[config.mk]
export PLATFORM = sky130hd
export DESIGN_NAME = dmem_responder
export DESIGN_NICKNAME = d
export VERILOG_FILES = /design/src/rtl/dmem_responder_pkg.sv /design/src/rtl/dmem_bram.sv /design/src/rtl/dmem_responder.sv
export SDC_FILE = /design/constraint.sdc
export NUM_CORES = 1
export LEC_CHECK = 0
export CELL_PAD_IN_SITES_DETAIL_PLACEMENT = 1
export CELL_PAD_IN_SITES_GLOBAL_PLACEMENT = 2
export CORE_MARGIN = 1
export CORE_UTILIZATION = 45
export DETAILED_ROUTE_END_ITERATION = 10
export MAX_ROUTING_LAYER = met4
export PLACE_DENSITY_LB_ADDON = 0.1
export SLEW_MARGIN = 5
export SYNTH_ARGS = -nofsm -noshare
export SYNTH_HDL_FRONTEND = slang
export SYNTH_SLANG_ARGS = --single-unit
[constraint.sdc]
create_clock -name clk -period 8.4 [get_ports clk]
set_input_delay 0.84 -clock clk [delete_from_list [all_inputs] [get_ports clk]]
set_output_delay 0.84 -clock clk [all_outputs]
set_load 0.02 [all_outputs]
[src/rtl/dmem_responder_pkg.sv]
// Shared types and constants for the data-memory responder.
package dmem_responder_pkg;

    localparam int unsigned DATA_W = 32;
    localparam int unsigned BE_W   = DATA_W / 8;

    typedef enum logic [1:0] {
        IDLE = 2'd0,
        WAIT = 2'd1,
        RESP = 2'd2,
        HOLD = 2'd3
    } state_t;

    // Expands byte enables into a per-bit write mask.
    function automatic logic [DATA_W-1:0] be_mask(input logic [BE_W-1:0] be);
        logic [DATA_W-1:0] m;
        m = '0;
        for (int i = 0; i < int'(BE_W); i++) begin
            m[8*i +: 8] = {8{be[i]}};
        end
        return m;
    endfunction

endpackage

[src/rtl/dmem_bram.sv]
// Word-organised storage: synchronous byte-enabled write, combinational read.
module dmem_bram
    import dmem_responder_pkg::*;
#(
    parameter int unsigned ADDR_W = 6,
    parameter int unsigned DEPTH  = 48
) (
    input  logic              clk,
    input  logic              wr_en,
    input  logic [ADDR_W-1:0] addr,
    input  logic [DATA_W-1:0] wdata,
    input  logic [BE_W-1:0]   be,
    output logic [DATA_W-1:0] rdata_c
);

    localparam int unsigned IDX_W = (DEPTH > 1) ? $clog2(DEPTH) : 1;

    logic [DATA_W-1:0] mem [DEPTH];
    logic              in_range;
    logic [IDX_W-1:0]  idx;
    logic [DATA_W-1:0] mask;

    assign in_range = 32'(addr) < DEPTH;
    assign idx      = IDX_W'(addr);
    assign mask     = be_mask(be);

    // Merge enabled bytes into the addressed word; out-of-range writes are dropped.
    always_ff @(posedge clk) begin
        if (wr_en && in_range) begin
            mem[idx] <= (mem[idx] & ~mask) | (wdata & mask);
        end
    end

    // Unimplemented words read as zero.
    always_comb begin
        rdata_c = '0;
        if (in_range) begin
            rdata_c = mem[idx];
        end
    end

endmodule

[src/rtl/dmem_responder.sv]
// CPU data-bus responder with programmable wait states in front of a small RAM.
module dmem_responder
    import dmem_responder_pkg::*;
#(
    parameter int unsigned ADDR_W   = 6,
    parameter int unsigned DEPTH    = 48,
    parameter int unsigned WAIT_CYC = 2
) (
    input  logic              clk,
    input  logic              rst,
    input  logic              req,
    input  logic              we,
    input  logic [ADDR_W-1:0] addr,
    input  logic [DATA_W-1:0] wdata,
    input  logic [BE_W-1:0]   be,
    output logic              ack,
    output logic [DATA_W-1:0] rdata,
    output logic              err
);

    localparam int unsigned CNT_W = 4;

    state_t              state;
    state_t              state_next;
    logic [CNT_W-1:0]    cnt;
    logic                cap_we;
    logic [ADDR_W-1:0]   cap_addr;
    logic [DATA_W-1:0]   cap_wdata;
    logic [BE_W-1:0]     cap_be;
    logic                cap_in_range;
    logic                in_resp;
    logic                mem_wr;
    logic [DATA_W-1:0]   mem_rdata;

    assign cap_in_range = 32'(cap_addr) < DEPTH;
    assign in_resp      = (state == RESP);
    assign mem_wr       = in_resp && cap_we && cap_in_range;

    // State register.
    always_ff @(posedge clk or posedge rst) begin
        if (rst) begin
            state <= IDLE;
        end else begin
            state <= state_next;
        end
    end

    // Next-state logic; HOLD blocks a stale req from starting a second transfer.
    always_comb begin
        state_next = state;
        case (state)
            IDLE: begin
                if (req) begin
                    state_next = (WAIT_CYC == 0) ? RESP : WAIT;
                end
            end
            WAIT: begin
                if (cnt <= CNT_W'(1)) begin
                    state_next = RESP;
                end
            end
            RESP: state_next = HOLD;
            HOLD: begin
                if (!req) begin
                    state_next = IDLE;
                end
            end
            default: state_next = IDLE;
        endcase
    end

    // Request capture and wait-state counter.
    always_ff @(posedge clk or posedge rst) begin
        if (rst) begin
            cnt       <= '0;
            cap_we    <= 1'b0;
            cap_addr  <= '0;
            cap_wdata <= '0;
            cap_be    <= '0;
        end else begin
            if (state == IDLE && req) begin
                cnt       <= CNT_W'(WAIT_CYC);
                cap_we    <= we;
                cap_addr  <= addr;
                cap_wdata <= wdata;
                cap_be    <= be;
            end else if (state == WAIT) begin
                cnt <= cnt - CNT_W'(1);
            end
        end
    end

    // Completion outputs, registered at the edge that ends RESP.
    always_ff @(posedge clk or posedge rst) begin
        if (rst) begin
            ack   <= 1'b0;
            err   <= 1'b0;
            rdata <= '0;
        end else begin
            ack   <= in_resp;
            err   <= in_resp && !cap_in_range;
            rdata <= (in_resp && !cap_we && cap_in_range) ? mem_rdata : '0;
        end
    end

    dmem_bram #(
        .ADDR_W (ADDR_W),
        .DEPTH  (DEPTH)
    ) u_bram (
        .clk     (clk),
        .wr_en   (mem_wr),
        .addr    (cap_addr),
        .wdata   (cap_wdata),
        .be      (cap_be),
        .rdata_c (mem_rdata)
    );

endmodule

After elaboration in Yosys (flattened, before gate mapping)

Memories as Yosys holds them, arrays and structs flattened.
Index checks and enable logic that the tools add are counted.

Register bits: 83
Bits in writable memories: 1536
Input port bits: 46
Output and inout port bits: 34
Word-level logic and storage cells: 45
Memories: 1

Add/subtract/negate cells: 1
$lt $le $gt $ge: 2
Equality and inequality tests: 6
Mux-type cells: 10
Bitwise logic cells: 4
Reductions and logical operators: 12

Memory list:

| name       | words | bits a word | read ports | clocked after Yosys merged registers in | wr ports | line            | RTL |
|---|---|---|---|---|---|---|---|
| u_bram.mem | 48    | 32          | 1          | 0                                       | 1        | dmem_bram.sv:18 | `logic [DATA_W-1:0] mem [DEPTH];` |

Operators by type and width:

| kind                  | count |
|---|---|
| $and A32 B32 Y32      | 2 |
| $mux W32              | 2 |
| $not A32 Y32          | 1 |
| $or A32 B32 Y32       | 1 |
| $mux W4               | 2 |
| $pmux W2 S4           | 1 |
| $logic_and A1 B1 Y1   | 7 |
| $lt A6 B6 Y1 const B  | 1 |
| $mux W2               | 3 |
| $ne A2 B2 Y1 const B  | 3 |
| $eq A2 B2 Y1 const B  | 2 |
| $le A4 B1 Y1 const B  | 1 |
| $sub A4 B1 Y4 const B | 1 |
| $reduce_and A3 Y1     | 1 |
| $eq A2 B1 Y1 const B  | 1 |
| $logic_not A1 Y1      | 2 |
| $logic_not A2 Y1      | 1 |
| $mux W1               | 2 |
| $reduce_bool A2 Y1    | 1 |

Logic depth before layout (Yosys ltp)

Depth after elaboration: 6
Depth in mapped cells: 10
Gate-level depth less buffers: 7

By module

From an unflattened synthesis, not the netlist that was laid out.

Cells, all modules: 3992
Area total of the unflattened synthesis: 65202.5 um2

Modules (own cells, without submodules):

| module         | instances | cells each | area each (um2) | seq. area each (um2) |
|---|---|---|---|---|
| dmem_bram      | 1         | 3785       | 62079.5         | 46124.2 |
| dmem_responder | 1         | 207        | 3123.0          | 2077.0 |

Least setup slack after synthesis

No wires, ideal clock.

Path type: register to register
Start point: register cap_addr[0]
End point: memory u_bram.mem[0][20], data pin
Setup time: 0.493 ns
Arrival: 3.209 ns
Required time: 7.907 ns
Slack: 4.698 ns
Stages on the path, launching flop included: 8
Path buffers: 2
Period minus slack after synthesis: 3.702 ns
Cell sequence: dfrtp_1 > buf_4 > inv_1 > buf_4 > mux4_2 > a31oi_1 > a222oi_1 > a31oi_1

Longest elaborated chain between the ends: 3

RTL lines:

| item                   | line                 | RTL |
|---|---|---|
| from (decl)            | dmem_responder.sv:27 | `logic [ADDR_W-1:0] cap_addr;` |
| from (signal assigned) | dmem_responder.sv:84 | `cap_addr <= addr;` |
| $mem_v2 Z48 W32        | --                   |  |
| $and A32 B32 Y32       | dmem_bram.sv:30      | `mem[idx] <= (mem[idx] & ~mask) \| (wdata & mask);` |
| $or A32 B32 Y32        | dmem_bram.sv:30      |  |
| to (decl)              | dmem_bram.sv:18      |  |

Every way passes these cells.

Worst setup path after layout

Start point: register cap_addr[0]
End point: memory u_bram.mem[9][12], data pin

Same word-level chain as after synthesis.

==> summary.txt <==
Place
  • Placed insts: 5,457
  • Detailed placer's ending HPWL: 120,000 um
  • GPL Wtd Cong: 0.833
  • Port Buf Inserts: 79

Clock tree
  • Clock Latency Late Sink: 0.81 ns
  • CTS Buf Count: 173
  • Post-CTS Resized: 0
  • Post-CTS Setup Inserts: 0
  • Clk slew on worst S/H paths: 0.06 ns
  • CTS root buf: clkbuf_16
  • # hold bufs at CTS: 0
  • Clock sinks: 1,619
  • CTS tree: built
  • Max clock buf depth: 3
  • H-tree levels: 4

Drt
  • Routed Antenna Nets: 0
  • DR DRC count: 0
  • Final WL: 221,000 um
  • Vias: ~38,000
  • Wire per inst: 38.2 um
  • Via-to-Cell Ratio: 6.60
  • 1st-iter DRT viols: 4,599
  • Drt pass-1 iters: 6

Synth
  • Syn_nets: 3,711
  • Flop and latch count out of synthesis: 1,619
  • Seq/Total Area, Yosys: 75.9%
  • Post-synth ARST share: 5.13%
  • Cell Area, Synth: about 63,000 um^2
  • YS warnings: 0
  • Top FF cell, synth: edfxtp_1
  • Synth unique cells: 69
  • EDFF count, synth: ~1,500
  • Synth Instances: about 3,700
  • Syn Area/Cell: approximately 17 um^2

Min path
  • Hold Path Class: in2async

STA
  • Tightest Pin Transition: about 1.3 ns
  • Final Cycle Share: 65.4%
  • Setup TNS: 0 ns
  • Highest Clock Rate: 182 MHz
  • Slew Viols, Final: 0
  • Final worst path period need: 5.50 ns
  • Slew Limit Headroom: 16.3%
  • RSZ-0062 raised after global routing: false
  • Hold Fails Final Rpt: 0
  • Worst Skew: 0.0252 ns
  • Setup violators final: 0

Floorplanning
  • Die W: 378 um
  • Initial Util: 45.5%
  • Core box area: 140,000 um^2
  • Die Y: 378 um
  • I/O pin count: 80
  • Num rows: 137
  • Die area: 143,000 um^2

Global routing
  • Pin count of the biggest net entering global routing: 127
  • Vias in the first global route: 38,693
  • Initial antenna violation count: 9
  • First-pass GRT wire length: 305,000 um
  • GRT Total Usage: 31.9%
  • Grt ovf: 0

Critical path
  • Critical Path Fanout Max: 77
  • CP startpoint kind: register
  • Worst path slowest cell: dfrtp_4
  • Critical path type: reg2reg
  • Setup crit end kind: register
  • Worst path cell trace: buf_4 -> and2_2 -> buf_4 -> a22oi_1 -> o221ai_1 -> nand3_1 -> a41oi_4 -> buf_4
  • Worst EP required: 9.00 ns
  • Crit-path max cell delay: 0.99 ns
  • R2R setup slack: 2.90 ns
  • CP most frequent cell: buf_4
  • Critical path arrival: roughly 6.1 ns

Cells and area
  • Final nets: between 3,000 and 4,000
  • Share of layout cells above drive strength 1: 18.1%
  • Commonest non-fill, non-tap cell in the layout: edfxtp_1
  • Area grow syn2layout: 14.7%
  • Post-Layout Cell Count: 5,784
  • Most frequent cells in the layout: edfxtp_1 (1,536), mux2i_1 (211), a221oi_1 (192)

Pwr
  • VDD IR-drop max: 297 uV
  • Pwr/cell area: between 400 and 500 nW/um^2
  • P_leak: around 0.023 uW

Flow run
  • Max cap viols: 0

Run status
  • Status: completed
[layout make-up]
cell class | count | area [um^2]
multi-input cells | 1738 | 14700
inverters | 15 | 65.1
flip-flops and latches | 1619 | 48200
clock inverters | 69 | 611
clock buffers | 251 | 4970
diodes | 5 | 12.5
fillers | 12651 | 66900
well taps | 1876 | 2350
repair buffers | 211 | 1920
[flip-flops by register name, indices dropped and copies added (netlist names)]
name and flops:
state 2, cnt 4, cap_we 1, cap_addr 6, rdata 32, ack 1
u_bram.mem 1536, cap_wdata 32, cap_be 4, err 1
[logic make-up after synthesis]
group,synth area share (%)
and+or+nand+nor,4.37
xor gates and xnor gates,0.0414
adders and majority gates,0.118
DFF,75.9
muxes,6.58
AOI/OAI and AO/OA,10.5
buffers and inverters,2.51
[worst paths after layout]
kind | from | to | cells after the start
worst max-delay path | cap_addr[0] | u_bram.mem[9][12] | 8
worst min-delay path | rst | rdata[25] | 2
worst max register to register | cap_addr[0] | u_bram.mem[9][12] | 8
worst min register to register | cap_be[3] | cap_be[3] | 1
max in group asynchronous | rst | cap_addr[2] | 3
min in group clk | cap_be[3] | cap_be[3] | 1
[layer usage]
| layer | share of wire (%) | global-route usage, % |
|---|---|---|
| met1 | 41 | 41.9 |
| met2 | 48 | 50.5 |
| met3 | 6.7 | 4.36 |
| met4 | 4.2 | 12.6 |
| met5 | 0 | - |
[report_power, final]
group | internal (uW) | switching (uW) | total (uW) | leakage, uW
clock network | 4430 | 3150 | 7580 | 0.00274
registers | 11900 | 316 | 12200 | 0.0148
logic | 2860 | 8250 | 11100 | 0.00556
total | 19200 | 11700 | 30900 | 0.0231
[critical path: cells and delay by family, from the launching register on]
kind	cells	cell delay, ns
and+or+nand+nor	2	1.11
DFF	1	0.99
AOI/OAI and AO/OA	3	1.20
buffers and inverters	3	1.77
[synthesized netlist by cell type (all sizes together), types with 10 or more instances]
cell type / number / share of area, %
a21oi: 102 / 0.80
a221o: 10 / 0.16
a221oi: 194 / 2.7
a22oi: 128 / 1.5
a31oi: 85 / 0.84
a32oi: 10 / 0.14
a41oi: 14 / 0.19
and3: 44 / 0.43
and3b: 10 / 0.14
buf: 193 / 1.9
clkbuf: 94 / 0.56
dfrtp: 83 / 3.3
edfxtp: 1536 / 73
inv: 15 / 0.093
mux2: 139 / 2.5
mux2i: 211 / 3.3
mux4: 22 / 0.78
nand2: 61 / 0.36
nand2b: 27 / 0.27
nand3: 64 / 0.50
nand3b: 31 / 0.37
nor2: 100 / 0.59
nor3b: 38 / 0.48
nor4b: 14 / 0.19
o211ai: 16 / 0.19
o21ai: 73 / 0.58
o221ai: 53 / 0.73
o22a: 61 / 0.84
o22ai: 44 / 0.43
o2bb2ai: 14 / 0.19
o31a: 13 / 0.18
or2: 10 / 0.099
or3b: 37 / 0.51
[per-stage QoR]
step	area (um^2)	hold WS, ns	setup WS [ns]	power [uW]	utilization, %
6_report	72800	0.405	2.90	30900	52.1
5_1_grt	72800	0.431	2.87	31700	52.1
4_1_cts	72800	0.378	3.10	30900	52.1
3_5_place_dp	67200	0.495	3.09	23400	48.1
3_3_place_gp	67200	0.490	3.22	23000	48.1
2_1_floorplan	63500	0.479	4.70	18400	-
No activity file was read; power rests on OpenSTA's default activity.
